<file path="config.mk">
export PLATFORM = sky130hd
export DESIGN_NAME = shift_seq_ctrl
export DESIGN_NICKNAME = d
export VERILOG_FILES = /design/src/rtl/shift_seq_ctrl.sv
export SDC_FILE = /design/constraint.sdc
export NUM_CORES = 1
export LEC_CHECK = 0
export CAP_MARGIN = 40
export CORE_MARGIN = 2
export CORE_UTILIZATION = 52
export CTS_BUF_LIST = sky130_fd_sc_hd__clkbuf_4 sky130_fd_sc_hd__clkbuf_8
export DETAILED_ROUTE_END_ITERATION = 6
export PLACE_DENSITY = 0.79
export SETUP_SLACK_MARGIN = 0.4
export SYNTH_ARGS = -nofsm -noshare
export SYNTH_HDL_FRONTEND = slang
export SYNTH_SLANG_ARGS = --single-unit
</file>
<file path="constraint.sdc">
create_clock -name clk -period 2.6 [get_ports clk]
set_input_delay 0.52 -clock clk [delete_from_list [all_inputs] [get_ports clk]]
set_output_delay 0.52 -clock clk [all_outputs]
set_load 0.02 [all_outputs]
</file>
<file path="src/rtl/shift_seq_ctrl.sv">
// Multi-cycle shift/rotate sequencer: applies count bits 8/4/2/1 MSB-first, one stage per
// cycle, to a working register and returns the result on a valid/ready handshake.
module shift_seq_ctrl #(
  parameter int unsigned WIDTH      = 16,
  parameter bit          EARLY_EXIT = 1'b1
) (
  input  logic             clk,
  input  logic             rst_n,
  input  logic             start,
  input  logic [WIDTH-1:0] in_data,
  input  logic [1:0]       op,
  input  logic [3:0]       cnt,
  output logic             in_ready,
  output logic             busy,
  output logic             out_valid,
  output logic [WIDTH-1:0] out_data,
  input  logic             out_ready
);

  typedef enum logic [1:0] {
    StIdle,
    StStage,
    StDone
  } state_e;

  typedef enum logic [1:0] {
    OpSll = 2'b00,
    OpRor = 2'b01,
    OpSrl = 2'b10,
    OpRol = 2'b11
  } op_e;

  state_e           state_q, state_d;
  logic [1:0]       stage_q, stage_d;
  logic [WIDTH-1:0] work_q, work_d;
  logic [1:0]       op_q, op_d;
  logic [3:0]       cnt_q, cnt_d;
  logic             lower_zero;

  // One stage of the old barrel chain: shift/rotate by 2^k.
  function automatic logic [WIDTH-1:0] apply_stage(input logic [WIDTH-1:0] w,
                                                   input logic [1:0]       o,
                                                   input logic [1:0]       k);
    logic [WIDTH-1:0] r;
    int unsigned      n;
    r = w;
    n = 32'd1 << k;
    unique case (op_e'(o))
      OpSll:   r = w << n;
      OpSrl:   r = w >> n;
      OpRor:   r = (w >> n) | (w << (WIDTH - n));
      OpRol:   r = (w << n) | (w >> (WIDTH - n));
      default: r = w;
    endcase
    return r;
  endfunction

  // True when no count bits remain below the current stage.
  always_comb begin
    lower_zero = 1'b1;
    unique case (stage_q)
      2'd3:    lower_zero = (cnt_q[2:0] == 3'd0);
      2'd2:    lower_zero = (cnt_q[1:0] == 2'd0);
      2'd1:    lower_zero = ~cnt_q[0];
      default: lower_zero = 1'b1;
    endcase
  end

  always_comb begin
    state_d = state_q;
    stage_d = stage_q;
    work_d  = work_q;
    op_d    = op_q;
    cnt_d   = cnt_q;
    unique case (state_q)
      StIdle: begin
        if (start) begin
          work_d  = in_data;
          op_d    = op;
          cnt_d   = cnt;
          stage_d = 2'd3;
          state_d = (EARLY_EXIT && (cnt == 4'd0)) ? StDone : StStage;
        end
      end
      StStage: begin
        if (cnt_q[stage_q]) begin
          work_d = apply_stage(work_q, op_q, stage_q);
        end
        if ((stage_q == 2'd0) || (EARLY_EXIT && lower_zero)) begin
          state_d = StDone;
        end else begin
          stage_d = stage_q - 2'd1;
        end
      end
      StDone: begin
        if (out_ready) begin
          state_d = StIdle;
        end
      end
      default: state_d = StIdle;
    endcase
  end

  always_ff @(posedge clk) begin
    if (!rst_n) begin
      state_q <= StIdle;
      stage_q <= 2'd0;
      work_q  <= '0;
      op_q    <= 2'd0;
      cnt_q   <= 4'd0;
    end else begin
      state_q <= state_d;
      stage_q <= stage_d;
      work_q  <= work_d;
      op_q    <= op_d;
      cnt_q   <= cnt_d;
    end
  end

  assign in_ready  = (state_q == StIdle);
  assign busy      = (state_q == StStage);
  assign out_valid = (state_q == StDone);
  assign out_data  = work_q;

endmodule
</file>
Yosys cells after proc, flatten, opt, wreduce, memory -nomap -nowiden
Index checks and enable logic that the tools add are counted.
{ "classes": {"add_sub_neg": 2, "mul": 0, "div_mod_pow": 0, "order_cmp": 1, "n_eq_ne": 13, "shift": 5, "muxes": 15, "n_bitwise": 3, "n_reduce_logical": 12} }
{ "op_table": {"columns": ["op", "count"], "rows": [
  ["$pmux 16 s4", 1],
  ["$shl 16x32->16", 2],
  ["$shr 16x32->16", 2],
  ["$mux 16", 2],
  ["$or 16x16->16", 2],
  ["$pmux 16 s2", 1],
  ["$shl 1x2->32 const A", 1],
  ["$sub 5x32->32 const A", 1],
  ["$mux 2", 6],
  ["$eq 2x2->1 const B", 5],
  ["$reduce_and 3->1", 3],
  ["$logic_not 2->1", 4],
  ["$eq 2x1->1 const B", 3],
  ["$ne 2x1->1 const B", 3],
  ["$pmux 2 s3", 1],
  ["$logic_not 4->1", 1],
  ["$ne 2x2->1 const B", 2],
  ["$pmux 2 s2", 1],
  ["$logic_not 3->1", 1],
  ["$lt 2x3->1 const B", 1],
  ["$pmux 1 s3", 1],
  ["$bmux 1 s2", 1],
  ["$reduce_and 2->1", 1],
  ["$reduce_bool 2->1", 1],
  ["other kinds (4)", 4]
]} }
{ "totals": {"register_bits": 26, "latch_bits": 0, "ram_bits": 0, "mem_bits_ro": 0, "input_bits": 26, "output_inout_bits": 19, "wordCells": 56, "mem_count": 0} }

Longest topological paths before layout
Gate-level depths: netlist of the first run.
{ "logic_depth": {"ltp_word": 7, "ltp_mapped": 13, "depth_no_buf": 10} }

Worst setup path before layout of the first run
OpenSTA, ideal clock, no wires.
{ "synth_timing": {"kind": "flip-flop to flip-flop", "from": "reg stage_q[1]", "to": "reg work_q[7] (netlist: out_data[7])", "setup_time_ps": 70, "arrival_ps": 2459, "required_time_ps": 2530, "path_slack_ps": 71, "stages_incl_launch_ff": 14, "n_path_buf": 3, "period_less_slack_ps": 2529, "cell_sequence": "dfxtp_1 -> inv_1 -> ha_1 -> buf_4 -> inv_1 -> buf_2 -> buf_2 -> ha_1 -> nand4bb_1 -> a21oi_1 -> a221oi_1 -> a2111oi_1 -> a21oi_1 -> a21oi_1"} }
{ "synth_between": {"elab_chain_cells": 7, "elab_cells_between_ends": 15, "cone_classes": "add/sub: 1; eq/ne: 1; shift: 5; mux: 5; bitwise: 2; reduce/logical: 1"} }
{ "synth_lines": {"columns": ["item", "line_no", "rtl"], "rows": [
  ["start, declared", "34", "logic [1:0] stage_q, stage_d;"],
  ["start signal, assigned", "113", "stage_q <= stage_d;"],
  ["$shl 1x2->32", "47", "n = 32'd1 << k;"],
  ["$sub 5x32->32", "51, 52", null],
  ["$shr 16x32->16 / $shl 16x32->16 (equally long branches)", "52, 51", null],
  ["$or 16x16->16 (on tied branches)", "52, 51", null],
  ["$pmux 16 s4", "48", "unique case (op_e'(o))"],
  ["$mux 16", "86", "if (cnt_q[stage_q]) begin"],
  ["$pmux 16 s2", "75", "unique case (state_q)"],
  ["end signal, assigned", "114", "work_q <= work_d;"],
  ["end, declared", "35", "logic [WIDTH-1:0] work_q, work_d;"]
]} }
Parallel ways exist; a longest one is shown, timed or not. The select of a mux whose other input is x is not followed.
A chain may end at the register's enable or synchronous reset.

Worst setup path after layout of the first run
{ "layout_timing": {"from": "reg stage_q[0]", "to": "reg work_q[11] (netlist: out_data[11])"} }
The elaborated chain is that of the path after synthesis.

==> results of run 1 <==
-- cell families after synthesis --
family                     count (synthesis)  share of synthesized area, %
AOI/OAI and AO/OA                        127                         26.46
xor gates and xnor gates                   3                         1.025
adders and majority gates                  6                         2.278
buffers and inverters                     52                         8.049
DFF                                       26                         15.79
muxes                                     58                         25.55
and+or+nand+nor                          145                         20.84
-- repair_timing --
item,4_1_cts,5_1_grt
hold buffers,0,0
pin swaps,8,12
resized for setup,42,29
buffers inserted,15,9
gates cloned,3,1
hold endpoints to repair,0,0
setup endpoints to repair,17,20
-- where the power goes --
group | switching [mW] | leakage [nW] | internal (mW) | total, mW
Clock | 0.139 | 0.0288 | 0.136 | 0.275
Combinational | 0.887 | 1.47 | 0.844 | 1.73
Sequential | 0.130 | 0.216 | 0.443 | 0.573
-- cell usage after synthesis, drive strengths merged (7+ instances only) --
| cell | instances | area share [%] |
|---|---|---|
| or3 | 8 | 1.5 |
| and2 | 8 | 1.6 |
| o211ai | 8 | 2.1 |
| mux4 | 18 | 13 |
| clkbuf | 21 | 2.4 |
| nand3 | 9 | 1.5 |
| mux2 | 11 | 4.0 |
| inv | 8 | 0.91 |
| nand2 | 59 | 6.7 |
| nor3 | 10 | 1.5 |
| nor2 | 29 | 3.3 |
| dfxtp | 26 | 16 |
| o21ai | 19 | 2.9 |
| a31oi | 11 | 2.1 |
| nand2b | 7 | 1.6 |
| mux2i | 29 | 8.8 |
| a21oi | 32 | 4.9 |
| buf | 22 | 4.6 |
-- area by class of cell --
cell class,count,area (um^2),area share (%)
well taps,77,96.34,2.130
inverters,9,48.80,1.079
flip-flops and latches,26,529.3,11.70
clock buffers,4,55.05,1.217
multi-input cells,339,2753,60.86
repair buffers,101,1041,23.02
-- layout by cell type (no fill, tap or decap), drive strengths merged, types with 9 or more instances in the layout --
cell	instances
o21ai	19
nor3	10
mux4	18
mux2i	29
dfxtp	26
nand3	9
a31oi	11
clkdlybuf4s50	43
nor2	29
nand2	59
mux2	11
buf	55
a21oi	32
-- worst reg2reg max path, delay by kind of cell, from the launching register on --
kind            cells  cell delay (ns)
fa+ha+maj           1             0.22
mux                 1             0.49
buf+inv             4             0.57
compound gates      4             0.61
flops               1             0.37
-- per-stage QoR --
step	util [%]	total power [mW]
after floorplan	-	1.453
after global placement	62.27	1.870
after detailed placement	62.39	1.888
after CTS	68.87	2.376
after global routing	72.47	2.678
final	72.47	2.578
-- routing by layer --
metal | up-vias | wire (um) | global-route usage (%)
met5 | - | 0 | 0
met4 | 0 | 959 | 20.67
met3 | 100 | 1748 | 6.726
met2 | 368 | 6116 | 58.47
met1 | 1871 | 4956 | 50.34
li1 | 1710 | - | -
-- how the worst min path moves through the flow --
stage / from / endpoint / slack (ns) / depth (start not counted)
detailed placement: cnt_q[0]$_SDFFE_PN0P_ / cnt_q[0]$_SDFFE_PN0P_ / 0.47 / 2
CTS: cnt_q[0]$_SDFFE_PN0P_ / cnt_q[0]$_SDFFE_PN0P_ / 0.48 / 2
global placement: cnt_q[3]$_SDFFE_PN0P_ / cnt_q[3]$_SDFFE_PN0P_ / 0.46 / 2
global route: cnt_q[0]$_SDFFE_PN0P_ / cnt_q[0]$_SDFFE_PN0P_ / 0.50 / 2
floorplan: cnt_q[3]$_SDFFE_PN0P_ / cnt_q[3]$_SDFFE_PN0P_ / 0.44 / 2
finish: cnt_q[0]$_SDFFE_PN0P_ / cnt_q[0]$_SDFFE_PN0P_ / 0.49 / 2
-- state kept, by name, indices dropped and copies added (netlist names) --
name and cells:
stage_q 2, state_q 2, out_data 16, op_q 2, cnt_q 4
==> impl_metrics.yaml, run 1 <==
drt:
  drt_iter0_markers: 900
  drc: 0
  num_vias: 4049
  wire_per_inst_um: 24.79
  wl_um: 13780
  firstDrtPassIters: 5
  vias_per_cell: 7.282
  antenna_left: 0
setup_path:
  crit_family: "compound AO/OA/AOI/OAI gates"
  critPathKind: "flip-flop to flip-flop"
  worstReg2RegStart: "stage_q[0]$_SDFFE_PN0P_"
  worst_ep_arrival_time_ns: 2.53
  crit_cells: 10
  cp-start-kind: "flip-flop"
  end_kind: "flip-flop"
  critical-path-max-stage-delay_ns: 0.49
  required_ns: 2.76
  cp_common_cell: "a21oi_1"
  cp-startpoint: "stage_q[0]$_SDFFE_PN0P_"
  worst_path_max_delay_cell: "mux4_2"
  ff2ff_path_depth: 10
  cp-endpoint: "out_data[11]$_SDFFE_PN0P_"
  path_buf_inv: 4
  crit_chain: "clkinvlp_4 -> ha_4 -> buf_12 -> buf_16 -> mux4_2 -> buf_4 -> o31ai_1 -> a21oi_1 -> o21ai_2 -> a21oi_1"
  ff2ff_setup_slack_ns: 0.23
  r2r-end: "out_data[11]$_SDFFE_PN0P_"
  crit_fanout: 6
power_and_ir_drop:
  ir_drop_mv: 0.3553
  p_leak_nw: 1.714
  p_per_area_nw_per_um2: 570.0
synthesis:
  synthCells: 417
  ys_types: 68
  yosysSeqAreaShare_pct: 15.79
  async_reset_ff_share_pct: 0
  synth_area_um2: 3296
  synth.avg_cell_area_um2: 7.903
  postSynth.topFlopCell: "dfxtp_1"
  synth_seq_cells: 26
  synth_edf_count: 0
  synth.net_count: 449
  yosysWarnings: 0
placement:
  dpl_worst_slack_ns: 0.1835
  dp.cells: 524
  placed_area_um2: 3894
  port-buffer-count: 44
  gp_congestion: 1.058
  dp_hpwl_um: 8820
clock_network:
  cts_buffers: 3
  clk_path_buf_depth: 2
  insertion_delay_ns: 0.28
  cts.htree.levels: 1
  cts_tree: "done"
  cts_sinks: 26
  root_buffer: "clkbuf_8"
  clk_pin_slew_worst_paths_ns: 0.11
floorplanning:
  die_area_um2: 6991
  num_io_pins: 45
  die_x_um: 83.61
  row_count: 29
  start_util_pct: 52.81
  core-area_um2: 6241
  die_y_um: 83.61
sta:
  fin_ws_ns: 0.2281
  fin_crit_ns: 2.372
  setup_viol: 0
  timing.final.crit_share_pct: 91.23
  max_freq_mhz: 421.6
  skew_ns: 0.01424
  grt_setup_unrepaired: "true"
  timing_hold_violations_final: 0
  worst_pin_slew_ns: 0.5688
  tns_ns: 0
  drv_slew: 0
  whs_ns: 0.4874
  relSlewSlack_pct: 61.96
final_layout:
  nets: 512
  final_area_um2: 4523
  drive_gt1_share_pct: 28.60
  final_cells: 556
  fill_cells: 461
  n_antenna_cell: 0
  area_growth_pct: 37.24
grt:
  grt_pass1_vias: 3751
  grt_first_pass_wirelength_um: 21070
  grt_max_degree: 34
  grt_overflow: 0
  grt_antenna_before_repair: 0
  gr-usage-all-layers_pct: 37.93
worst_hold_path:
  hold_path.class: "flip-flop to flip-flop"
run:
  drv_cap: 0
outcome:
  status: "finished, final reports clean"
Note: power is estimated with default switching activity, not from simulation.
==> run 2, diff against run 1 <==
--- a/config.mk
+++ b/config.mk
@@ -6,11 +6,13 @@
 export NUM_CORES = 1
 export LEC_CHECK = 0
 export CAP_MARGIN = 40
+export CORE_ASPECT_RATIO = 0.75
 export CORE_MARGIN = 2
 export CORE_UTILIZATION = 52
 export CTS_BUF_LIST = sky130_fd_sc_hd__clkbuf_4 sky130_fd_sc_hd__clkbuf_8
 export DETAILED_ROUTE_END_ITERATION = 6
 export PLACE_DENSITY = 0.79
+export REMOVE_ABC_BUFFERS = 1
 export SETUP_SLACK_MARGIN = 0.4
 export SYNTH_ARGS = -nofsm -noshare
 export SYNTH_HDL_FRONTEND = slang
==> run 2 against run 1 <==
Compared with the run above:
- die area about the same
- maximum frequency increased by 1.1%
- flip-flop and latch count unchanged
- the flow now finishes with violations (DRC)
- via count increased by 2.8%
- critical endpoint is now out_data[15]$_SDFFE_PN0P_
- critical path depth unchanged
- register-to-register slack improved by 0.03 ns
- highest routed layer unchanged
==> impl_metrics.yaml, run 2 (synthesis results as in run 1) <==
sta:
  drv_slew: 0
  fin_ws_ns: 0.2546
  setup_viol: 0
  grt_setup_unrepaired: "true"
  max_freq_mhz: 426.4
  relSlewSlack_pct: 61.78
  timing.final.crit_share_pct: 90.21
  tns_ns: 0
  skew_ns: 0.004733
  fin_crit_ns: 2.345
  timing_hold_violations_final: 0
  worst_pin_slew_ns: 0.5574
drt:
  num_vias: 4162
  wl_um: 14930
  firstDrtPassIters: 7
  wire_per_inst_um: 25.87
  drt_iter0_markers: 640
  drc: 3
  vias_per_cell: 7.213
  antenna_left: 0
grt:
  grt_overflow: 0
  grt_antenna_before_repair: 0
  grt_max_degree: 21
  gr-usage-all-layers_pct: 42.13
  grt_pass1_vias: 3651
  grt_first_pass_wirelength_um: 21740
setup_path:
  ff2ff_path_depth: 10
  critPathKind: "flip-flop to flip-flop"
  cp-start-kind: "flip-flop"
  crit_family: "multiplexers"
  cp-startpoint: "stage_q[1]$_SDFFE_PN0P_"
  crit_chain: "inv_4 -> buf_4 -> ha_4 -> buf_12 -> mux4_2 -> nor2_1 -> nor3_1 -> a311o_1 -> o211ai_2 -> a31oi_1"
  crit_fanout: 11
  critical-path-max-stage-delay_ns: 0.58
  worst_path_max_delay_cell: "mux4_2"
  crit_cells: 10
  worst_ep_arrival_time_ns: 2.51
  required_ns: 2.76
  path_buf_inv: 3
  end_kind: "flip-flop"
  worstReg2RegStart: "stage_q[1]$_SDFFE_PN0P_"
clock_network:
  cts.htree.levels: 1
  cts_hold_buf: 0
  cts_buffers: 3
  clk_pin_slew_worst_paths_ns: 0.10
  cts_tree: "done"
  insertion_delay_ns: 0.29
  clk_path_buf_depth: 2
  root_buffer: "clkbuf_8"
  cts_sinks: 26
final_layout:
  final_cell_mix: "buf_4 (60), nand2_1 (57), clkdlybuf4s50_1 (43), nor2_1 (27), a21oi_1 (25)"
  n_antenna_cell: 0
  nets: 529
  largest_reg_flops: 16
  area_growth_pct: 43.01
  mostFrequentLayoutCell: "buf_4"
  drive_gt1_share_pct: 31.45
placement:
  dpl_worst_slack_ns: 0.1310
  gp_congestion: 1.106
  port-buffer-count: 44
  dp_hpwl_um: 9855
worst_hold_path:
  hold_path.class: "flip-flop to flip-flop"
  hp-start: "cnt_q[0]$_SDFFE_PN0P_"
  whs_path_depth: 2
power_and_ir_drop:
  fin_total_pwr_mw: 2.768
  p_leak_nw: 1.828
  p_switching_mw: 1.226
  p_per_area_nw_per_um2: 587.4
  p_comb_share_pct: 67.0
  clockPowerShare_pct: 13.0
  swShare_pct: 44.30
  p_seq_share_pct: 20.0
  p_int_mw: 1.542
  ir_drop_mv: 0.4028
floorplanning:
  die_area_um2: 6997
  num_io_pins: 45
  die_x_um: 95.93
  die_y_um: 72.95
  start_util_pct: 52.94
  row_count: 25
  core-area_um2: 6225
run:
  drv_cap: 0
outcome:
  violations: "DRC"
  status: "complete, but fails checks"
[run 2: final timing paths]
path | end | slack (ns)
max | out_data[15]$_SDFFE_PN0P_ | 0.25
min | cnt_q[0]$_SDFFE_PN0P_ | 0.49
max reg2reg | out_data[15]$_SDFFE_PN0P_ | 0.25
min reg2reg | cnt_q[0]$_SDFFE_PN0P_ | 0.49
[run 2: final cells by class]
cell class              count  area, um^2
multi-input cells         339        2824
fillers                   450        1511
repair buffers            118        1154
flip-flops and latches     26       524.3
well taps                  81       101.3
clock buffers               3       41.29
inverters                   9       38.79
clock inverters             1       30.03
[run 2: what timing repair did]
item                       CTS  global route
buffers inserted             6            21
resized for setup           30            59
pin swaps                    5            18
cloned                       3             1
setup endpoints to repair   20            20
[run 2: stage by stage]
stage / utilization, % / instances / hold slack, ns / area [um^2]
2_1_floorplan: - / 374 / 0.4402 / 3064
4_1_cts: 68.76 / 555 / 0.4735 / 4280
3_5_place_dp: 63.64 / 542 / 0.4585 / 3961
3_3_place_gp: 63.64 / 542 / 0.4548 / 3961
6_report: 75.72 / 577 / 0.4872 / 4713
5_1_grt: 75.72 / 577 / 0.5178 / 4713
[run 2: tightest hold or removal path, stage by stage (launching register included)]
cell     delay (ns)
dfxtp_1        0.34
nand2_1        0.06
a21oi_1        0.05
[run 2: metal layers]
metal  track usage, %  vias up  part of all wire (%)
met5                0        -                     0
met4            12.86        0                   3.6
met3            14.26       67                    17
met2            58.82      410                    41
met1            61.22     1938                    39
li1                 -     1747                     -
[run 2: power by group through the flow]
stage	clock network [mW]	registers [mW]	logic, mW
final	0.359	0.554	1.86
after CTS	0.360	0.533	1.53
after global placement	0	0.538	1.37
after floorplan	0	0.551	0.808
after detailed placement	0	0.538	1.38
after global routing	0.373	0.554	1.93
